[config.mk]
export PLATFORM = sky130hd
export DESIGN_NAME = swap_cmd_seq
export DESIGN_NICKNAME = d
export VERILOG_FILES = /design/src/rtl/swap_cmd_pkg.sv /design/src/rtl/sync_rise_det.sv /design/src/rtl/swap_cmd_seq.sv
export SDC_FILE = /design/constraint.sdc
export NUM_CORES = 1
export LEC_CHECK = 0
export ABC_AREA = 0
export BUFFER_PORTS_ARGS = -buffer_cell sky130_fd_sc_hd__buf_2
export CAP_MARGIN = 40
export CORE_MARGIN = 2
export CORE_UTILIZATION = 35
export CTS_CLUSTER_DIAMETER = 50
export DETAILED_ROUTE_END_ITERATION = 7
export MAX_ROUTING_LAYER = met4
export PLACE_DENSITY = 0.57
export REMOVE_ABC_BUFFERS = 1
export SYNTH_ARGS = -nofsm -noshare
export SYNTH_HDL_FRONTEND = slang
export SYNTH_SLANG_ARGS = --single-unit
[constraint.sdc]
create_clock -name clk -period 2.3 [get_ports clk]
set_input_delay 0.115 -clock clk [delete_from_list [all_inputs] [get_ports clk]]
set_output_delay 0.115 -clock clk [all_outputs]
set_load 0.02 [all_outputs]
[src/rtl/swap_cmd_pkg.sv]
// Shared types and constants for the swap register command sequencer.
package swap_cmd_pkg;

    localparam int HCW     = 8;
    localparam int NUM_CMD = 3;

    localparam int CMD_SET1 = 0;
    localparam int CMD_SET2 = 1;
    localparam int CMD_SWAP = 2;

    typedef enum logic {
        IDLE = 1'b0,
        HOLD = 1'b1
    } state_t;

    typedef logic [NUM_CMD-1:0] cmd_vec_t;

    // Lowest index wins, so set1 > set2 > swap falls out of the bit order.
    function automatic cmd_vec_t pick_cmd(input cmd_vec_t cand);
        return cand & (~cand + cmd_vec_t'(1));
    endfunction

endpackage

[src/rtl/sync_rise_det.sv]
// Two-flop synchronizer followed by a rising-edge detector for one async level.
module sync_rise_det (
    input  logic clk,
    input  logic reset,
    input  logic d,
    output logic rise
);

    logic s1, s2, prev;

    always_ff @(posedge clk or negedge reset) begin
        if (!reset) begin
            s1   <= 1'b0;
            s2   <= 1'b0;
            prev <= 1'b0;
        end else begin
            s1   <= d;
            s2   <= s1;
            prev <= s2;
        end
    end

    assign rise = s2 & ~prev;

endmodule

[src/rtl/swap_cmd_seq.sv]
// Synchronizes/edge-detects set1/set2/swap requests, arbitrates, and issues spaced one-cycle pulses.
// Define SWAP_CMD_SEQ_STATS_EN to add the saturating merge_cnt statistics output.
module swap_cmd_seq
    import swap_cmd_pkg::*;
#(
    parameter int HOLDOFF = 4,
    parameter int PERIOD  = 16,
    parameter int CW      = 16
) (
    input  logic       clk,
    input  logic       reset,
    input  logic       req1,
    input  logic       req2,
    input  logic       req_swap,
    input  logic       auto_en,
    output logic       set1,
    output logic       set2,
    output logic       swap,
    output logic       busy
`ifdef SWAP_CMD_SEQ_STATS_EN
    ,
    output logic [7:0] merge_cnt
`endif
);

    cmd_vec_t       req_v, rise, pend, pend_nxt, cand, auto_v, cmd_q, cmd_nxt;
    state_t         state, state_nxt;
    logic [HCW-1:0] hcnt, hcnt_nxt;
    logic [CW-1:0]  pcnt;
    logic           tc;

    assign req_v = {req_swap, req2, req1};

    for (genvar i = 0; i < NUM_CMD; i++) begin : g_sync
        sync_rise_det u_sync (
            .clk  (clk),
            .reset(reset),
            .d    (req_v[i]),
            .rise (rise[i])
        );
    end

    // Auto-swap period counter: cleared whenever disabled, wraps on terminal count.
    assign tc = auto_en && (pcnt == CW'(PERIOD - 1));

    always_ff @(posedge clk or negedge reset) begin
        if (!reset)                pcnt <= '0;
        else if (!auto_en || tc)   pcnt <= '0;
        else                       pcnt <= pcnt + CW'(1);
    end

    always_comb begin
        auto_v           = '0;
        auto_v[CMD_SWAP] = tc;
    end

    assign cand     = pend | rise;
    assign pend_nxt = (pend | rise | auto_v) & ~cmd_nxt;

    always_comb begin
        state_nxt = state;
        hcnt_nxt  = hcnt;
        cmd_nxt   = '0;
        case (state)
            IDLE: begin
                if (|cand) begin
                    cmd_nxt   = pick_cmd(cand);
                    hcnt_nxt  = HCW'(HOLDOFF - 1);
                    state_nxt = HOLD;
                end
            end
            HOLD: begin
                if (hcnt == '0) state_nxt = IDLE;
                else            hcnt_nxt  = hcnt - HCW'(1);
            end
            default: state_nxt = IDLE;
        endcase
    end

    always_ff @(posedge clk or negedge reset) begin
        if (!reset) begin
            state <= IDLE;
            hcnt  <= '0;
            pend  <= '0;
            cmd_q <= '0;
        end else begin
            state <= state_nxt;
            hcnt  <= hcnt_nxt;
            pend  <= pend_nxt;
            cmd_q <= cmd_nxt;
        end
    end

    assign set1 = cmd_q[CMD_SET1];
    assign set2 = cmd_q[CMD_SET2];
    assign swap = cmd_q[CMD_SWAP];
    assign busy = (state != IDLE) | (|pend);

`ifdef SWAP_CMD_SEQ_STATS_EN
    // A merge is any new event (edge or terminal count) landing on a flag already set.
    logic [2:0] merges;
    logic [8:0] msum;

    assign merges = 3'(rise[CMD_SET1] & pend[CMD_SET1])
                  + 3'(rise[CMD_SET2] & pend[CMD_SET2])
                  + 3'(rise[CMD_SWAP] & pend[CMD_SWAP])
                  + 3'(tc & pend[CMD_SWAP]);
    assign msum   = {1'b0, merge_cnt} + 9'(merges);

    always_ff @(posedge clk or negedge reset) begin
        if (!reset) merge_cnt <= '0;
        else        merge_cnt <= msum[8] ? 8'hff : msum[7:0];
    end
`endif

endmodule
==> results of run 1 <==
-- worst reg2reg max path: stages (launching register included) --
cell      delay (ps)
dfrtp_1          400
or4_1            630
o311ai_1         460
or3_1            170
a21oi_1           60
-- cells in the final DEF, fill, tap and decap left out, drive strengths merged, types with 4 or more instances in the layout --
master       count
nor2            27
nand2            6
or3              4
buf             10
xnor2           11
nand3            6
inv             10
nor4             9
dlygate4sd3      4
dfrtp           40
a21oi            6
clkbuf           5
-- final cells by class --
class / instances / area (µm²)
multi-input combinational: 110 / 677
clock buffer: 5 / 68.8
fill: 474 / 2730
sequential: 40 / 1000
clock inverter: 3 / 47.5
tap: 67 / 83.8
inverter: 10 / 37.5
timing repair buffer: 14 / 113
-- how the worst min path moves through the flow --
stage                     slack, ps  cells after the start                       endpoint     from
after detailed placement        220                      1  g_sync[1].u_sync.s1$_DFF_PN0_     req2
after CTS                        90                      3              pcnt[2]$_DFF_PN0_  auto_en
final                           100                      3              pcnt[2]$_DFF_PN0_  auto_en
after floorplan                -180                      0             cmd_q[0]$_DFF_PN0_    reset
after global placement          220                      1  g_sync[1].u_sync.s1$_DFF_PN0_     req2
after global routing            110                      3              pcnt[2]$_DFF_PN0_  auto_en
-- per-layer routing --
metal / track usage (%) / up-vias / share of wire, % / wire length, µm
li1: - / 597 / - / -
met2: 21.9 / 17 / 49 / 1510
met1: 15.2 / 604 / 47 / 1430
met5: - / - / 0 / 0
met3: 3.39 / 2 / 3.0 / 93
met4: 5.75 / 0 / 0.88 / 27
-- where the power goes --
part | total, µW | internal [µW] | switching (µW)
clock | 571 | 327 | 244
sequential | 910 | 812 | 98.0
combinational | 431 | 189 | 243
total | 1910 | 1330 | 585
-- registers in the layout, indices dropped and copies added (netlist names) --
register,cells
pend,3
state,1
pcnt,16
cmd_q,3
g_sync.u_sync.s2,3
hcnt,8
g_sync.u_sync.prev,3
g_sync.u_sync.s1,3
-- cells by family (layout without fill, tap and decap cells) --
family,Yosys count,count (layout),synth area share [%]
buffers and inverters,13,32,2.90
xor gates and xnor gates,14,14,7.10
muxes,1,1,0.579
DFF,40,40,57.9
adders and majority gates,3,3,2.17
and+or+nand+nor,72,72,21.4
AOI/OAI and AO/OA,20,20,7.97
-- stage by stage --
step | power (µW) | instance area [µm²] | hold WS (ps)
2_1_floorplan | 1220 | 1720 | -181
3_3_place_gp | 1320 | 1840 | 223
3_5_place_dp | 1340 | 1840 | 224
4_1_cts | 1930 | 2000 | 87.9
5_1_grt | 2030 | 2030 | 111
6_report | 1910 | 2030 | 101
-- repair_timing --
item,4_1_cts,5_1_grt
setup endpoints to repair,0,0
hold buffers,4,0
buffers inserted,0,0
endpoints found under the hold margin,43,0
==> reports/results.ini, run 1 <==
[synth]
synthesis.area_um2 = 1730
synth_enable_flop_cells = 0
synthDominantCellAreaShare_pct = 57.9
ys_top_cells_by_count = dfrtp_1, nor2_1, xnor2_1
ys_warn_count = 0
synth_seq_cells = 40
yosysSeqAreaShare_pct = 57.9
synthFlopType = dfrtp_1
ys_async_sr_fraction_pct = 100
synth.area.top_cells = dfrtp_1, nor2_1, xnor2_1, nor4_1, ha_1
synthCells = 163
synth.avg_cell_area_um2 = 10.6
yosysMostFrequentCell = dfrtp_1
synth_cell_types = 38
yosysTopAreaCell = dfrtp_1

[critical_path]
reg2regPathDepth = 4
reg2reg_from = hcnt[4]$_DFFE_PN0P_
cp_top_family = simple AND/OR/NAND/NOR gates
cpPeakStageDelay_ps = 630
crit_type = reg -> reg
r2r-end = hcnt[6]$_DFFE_PN0P_
cp_cell_sequence = or4_1 > o311ai_1 > or3_1 > a21oi_1
arrival_ps = 2000
cp.required_ps = 2440
cp-endpoint = hcnt[6]$_DFFE_PN0P_
r2r_slack_ps = 440
path_max_fanout = 6
startpoint_type = flop
startpoint = hcnt[4]$_DFFE_PN0P_
crit_path_end_kind = flop
worstPathBufferInverterCount = 0
path_depth = 4
cpMaxStageDelayCell = or4_1

[pwr]
cellLeakagePower_uw = 0.000859
vdd_drop_max_v = 0.000322
p_per_area_nw_per_um2 = 942

[timing]
finalSetupViolCount = 0
slew_violations = 0
slew_headroom_pct = 51.8
worstMarginPinSlew_ps = 720
finalCriticalPeriod_ps = 1860
final_hold_viol_count = 0
max_freq_ghz = 0.537
rsz0062_at_grt = false
setup_ws_ps = 438
fin_skew_ps = 7.57
fin_crit_sh_pct = 80.9
setup_tns_ps = 0

[global_routing]
grt_pass1_wl_um = 5410
antenna_found_initial = 0
overflow = 0
grt_pass1_vias = 1267
grtUsageTotal_pct = 13.2
grt_start_max_net_pins = 41

[detailed_routing]
avgRoutedWirePerCell_um = 12.3
first_pass_iters = 4
wl_um = 3050
drt_first_iter_violations = 42
ant_nets = 0
avgViaCountPerCell = 4.90
via_count = 1220
drcViolationCount = 0

[worst_hold_path]
hp-class = in -> reg

[floorplanning]
fp.dieW_um = 74.3
core_area_um2 = 4750
io_pins = 10
rows = 25
die_area_um2 = 5510
die_h_um = 74.3
start_util_pct = 36.3

[job]
maxCapViolCount = 0

[clock_tree]
htreeDepth = 2
clock_path_buffers = 2
clock-sinks = 40
clock_latency_ps = 280
clk_pin_slew_ps = 80
cts_buffers = 5
cts_tree = yes
cts_resized = 0
cts_root_buf = clkbuf_8

[outcome]
run_status = completed

[cells_and_area]
area_growth_pct = 17.4
fin_util_pct = 42.7
nets = 190
diodes = 0
drive_gt1_share_pct = 13.7
final_cells = 249

[placed_design]
dp_hpwl_um = 2120
dp_cells = 236
dp_slack_ps = 470
numPortBuffers = 9
gp_congestion = 0.897

Power figures use the tool's default switching activity.
==> run 2, diff against run 1 <==
ABC_AREA = 1   (was 0)
PLACE_DENSITY = 0.58   (was 0.57)
clock period = 1.6 ns   (was 2.3 ns; I/O delays follow)
==> reports/results.ini, run 2 <==
[placed_design]
dp_hpwl_um = 2470  ; +17%
dp_cells = 320  ; +36%
place_area_um2 = 2050  ; +11%
numPortBuffers = 9  ; unchanged
gp_congestion = 0.822  ; -8.4%
dp_slack_ps = 129  ; -341 ps

[clock_tree]
cts_setup_buffers = 0  ; unchanged
htreeDepth = 2  ; unchanged
clock_path_buffers = 2  ; unchanged
cts_root_buf = clkbuf_8
cts_buffers = 5  ; unchanged
clk_pin_slew_ps = 80  ; about the same
clock-sinks = 40  ; unchanged
cts_tree = yes
clock_latency_ps = 290  ; about the same

[cells_and_area]
diodes = 0  ; unchanged
mostFrequentLayoutCells = nand2_1, nor2_1, dfrtp_1
layout_commonest_cell = nand2_1
nets = 270  ; +42%
regArea_um2 = 1000  ; unchanged
fin_area_um2 = 2220  ; +9.5%
fin_util_pct = 42.7  ; about the same
area_growth_pct = 15.8
final_cells = 331  ; +33%
fillers = 523  ; +10%
drive_gt1_share_pct = 10.7  ; -3.0 points
largest_registers = pcnt x16, hcnt x8
regMostFlops = pcnt
multiInputGateArea_um2 = 764  ; +13%
largest_reg_flops = 16  ; unchanged

[global_routing]
overflow = 0  ; unchanged
antenna_found_initial = 0  ; unchanged
grt_start_max_net_pins = 41  ; unchanged
grt_pass1_wl_um = 6410  ; +19%
grt_pass1_vias = 1469  ; +16%
grtUsageTotal_pct = 13.7  ; +0.46 points

[critical_path]
startpoint_type = flop
cpMaxStageDelayCell = dfrtp_1
crit_type = reg -> reg
path_max_fanout = 14  ; +8
arrival_ps = 1600  ; -400 ps
crit_path_end_kind = flop
cpPeakStageDelay_ps = 420  ; -210 ps
cp_common_cell = nand2_1
cp.required_ps = 1790  ; -650 ps
cp_cell_sequence = inv_1 > ha_1 > nand2_1 > nor3_1 > nand2_1 > nand2_4 > inv_1 > nand2_1 > nand2_1

[synth]
ys_async_sr_fraction_pct = 100  ; unchanged
synth_fa_ha_area_share_pct = 1.96  ; -0.22 points
ys_top_cells_by_count = nand2_1, nor2_1, dfrtp_1
synth_seq_cells = 40  ; unchanged
synthCells = 241  ; +48%
synthSimpleGateAreaFrac_pct = 30.7  ; +9.4 points
synthesis.area_um2 = 1920  ; +11%
synthFlopType = dfrtp_1
synth_enable_flop_cells = 0  ; unchanged
synth.area.mux_share_pct = 0  ; -0.58 points
synth_cell_types = 20  ; -47%
yosysMostFrequentCell = nand2_1
yosysTopAreaCell = dfrtp_1
synth.area.top_cells = dfrtp_1, nand2_1, nor2_1, inv_1, nand3_1
yosysSeqAreaShare_pct = 52.2  ; -5.7 points
synth_top_family_by_area = simple AND/OR/NAND/NOR gates
ys_warn_count = 0  ; unchanged
synthXorXnorAreaFrac_pct = 3.65  ; -3.4 points
synth_compound_area_share_pct = 3.26  ; -4.7 points
synthDominantCellAreaShare_pct = 52.2  ; -5.7 points
synth.avg_cell_area_um2 = 7.96  ; -25%

[floorplanning]
start_util_pct = 36.9  ; +0.51 points
die_area_um2 = 6090  ; +10%
die_h_um = 78.0  ; +5.1%
rows = 26  ; +4.0%
fp.dieW_um = 78.0  ; +5.1%
io_pins = 10  ; unchanged
core_area_um2 = 5200  ; +9.5%

[detailed_routing]
avgViaCountPerCell = 4.46  ; -9.0%
ant_nets = 0  ; unchanged
wl_um = 3440  ; +13%
avgRoutedWirePerCell_um = 10.4  ; -15%
drcViolationCount = 0  ; unchanged
via_count = 1476  ; +21%
drt_first_iter_violations = 51  ; +21%
first_pass_iters = 4  ; unchanged

[timing]
finalCriticalPeriod_ps = 1410  ; -449 ps
fin_crit_sh_pct = 88.3  ; +7.4 points
finalSetupViolCount = 0  ; unchanged
max_freq_ghz = 0.708  ; +32%
final_hold_viol_count = 0  ; unchanged
slew_headroom_pct = 65.7  ; +14 points
fin_skew_ps = 7.03  ; -0.541 ps
slew_violations = 0  ; unchanged
worstMarginPinSlew_ps = 514  ; -205 ps
setup_ws_ps = 187  ; -251 ps
setup_tns_ps = 0  ; unchanged
rsz0062_at_grt = false

[outcome]
run_status = completed

[pwr]
cellLeakagePower_uw = 0.00110  ; +28%
p_per_area_nw_per_um2 = 1240  ; +32%
vdd_drop_max_v = 0.000404  ; +25%

[worst_hold_path]
hp-class = in -> reg

[job]
maxCapViolCount = 0  ; unchanged

==> run 2: cell count changes in the layout (fill, tap and decap cells not counted), sizes merged, moves of 3 or more <==
cell   change
xor2       +5
nor4       -9
xnor2     -11
o21ai      +5
nand3     +11
or3        -4
or2        -3
inv       +25
nor2      +21
a21oi      -3
nand2     +60
==> run 2: stage by stage <==
stage / total power (µW) / hold slack (ps)
after floorplan: 1660 / -216
after global placement: 1790 / 172
after detailed placement: 1810 / 178
after CTS: 2790 / 69.8
after global routing: 2960 / 90.0
final: 2750 / 75.7
==> run 2: repair_timing <==
item | 4_1_cts | 5_1_grt
endpoints found under the hold margin | 43 | 0
hold buffers | 4 | 0
setup endpoints to repair | 0 | 4
resized for setup | 0 | 1
==> run 2: critical path: cells and delay by family (launching register included) <==
kind	cells	cell delay [ps]
adder cells (fa/ha/maj)	1	150
buffers and inverters	2	210
flip-flops	1	420
AND/OR/NAND/NOR	6	540
==> run 2: report_power, final <==
part / internal [µW] / total [µW] / switching, µW
combinational: 210 / 515 / 306
sequential: 1140 / 1280 / 138
clock: 614 / 957 / 343
total: 1970 / 2750 / 787
==> run 2: final cells by class <==
cell class / count / share of cell area [%]
clock inverters: 2 / 2.70
repair buffers: 16 / 4.85
flip-flops and latches: 40 / 45.1
inverters: 35 / 5.92
multi-input cells: 163 / 34.4
well taps: 70 / 3.94
clock buffers: 5 / 3.10
==> run 2: final timing paths <==
kind	to	cells past startpoint	slack [ps]	start
setup reg to reg	hcnt[0]$_DFFE_PN0P_	9	190	hcnt[0]$_DFFE_PN0P_
min in group asynchronous	pcnt[2]$_DFF_PN0_	3	380	reset
hold / removal	pcnt[6]$_DFF_PN0_	3	80	auto_en
setup / recovery	hcnt[0]$_DFFE_PN0P_	9	190	hcnt[0]$_DFFE_PN0P_
max in group asynchronous	g_sync[0].u_sync.prev$_DFF_PN0_	3	870	reset
hold reg to reg	g_sync[0].u_sync.s2$_DFF_PN0_	0	350	g_sync[0].u_sync.s1$_DFF_PN0_
==> run 2: kinds of logic (layout without fill, tap and decap cells) <==
| family | count (synthesis) | count (layout) |
|---|---|---|
| xor+xnor | 8 | 8 |
| simple gates | 140 | 140 |
| fa+ha+maj | 3 | 3 |
| buf+inv | 38 | 58 |
| flops | 40 | 40 |
| compound gates | 12 | 12 |
==> run 2: per-layer routing <==
| metal | global-route usage, % | vias to the layer above | routed length [µm] |
|---|---|---|---|
| met5 | - | - | 0 |
| met4 | 5.79 | 0 | 63 |
| met3 | 3.91 | 7 | 128 |
| met2 | 20.7 | 22 | 1540 |
| met1 | 17.3 | 675 | 1700 |
| li1 | - | 772 | - |
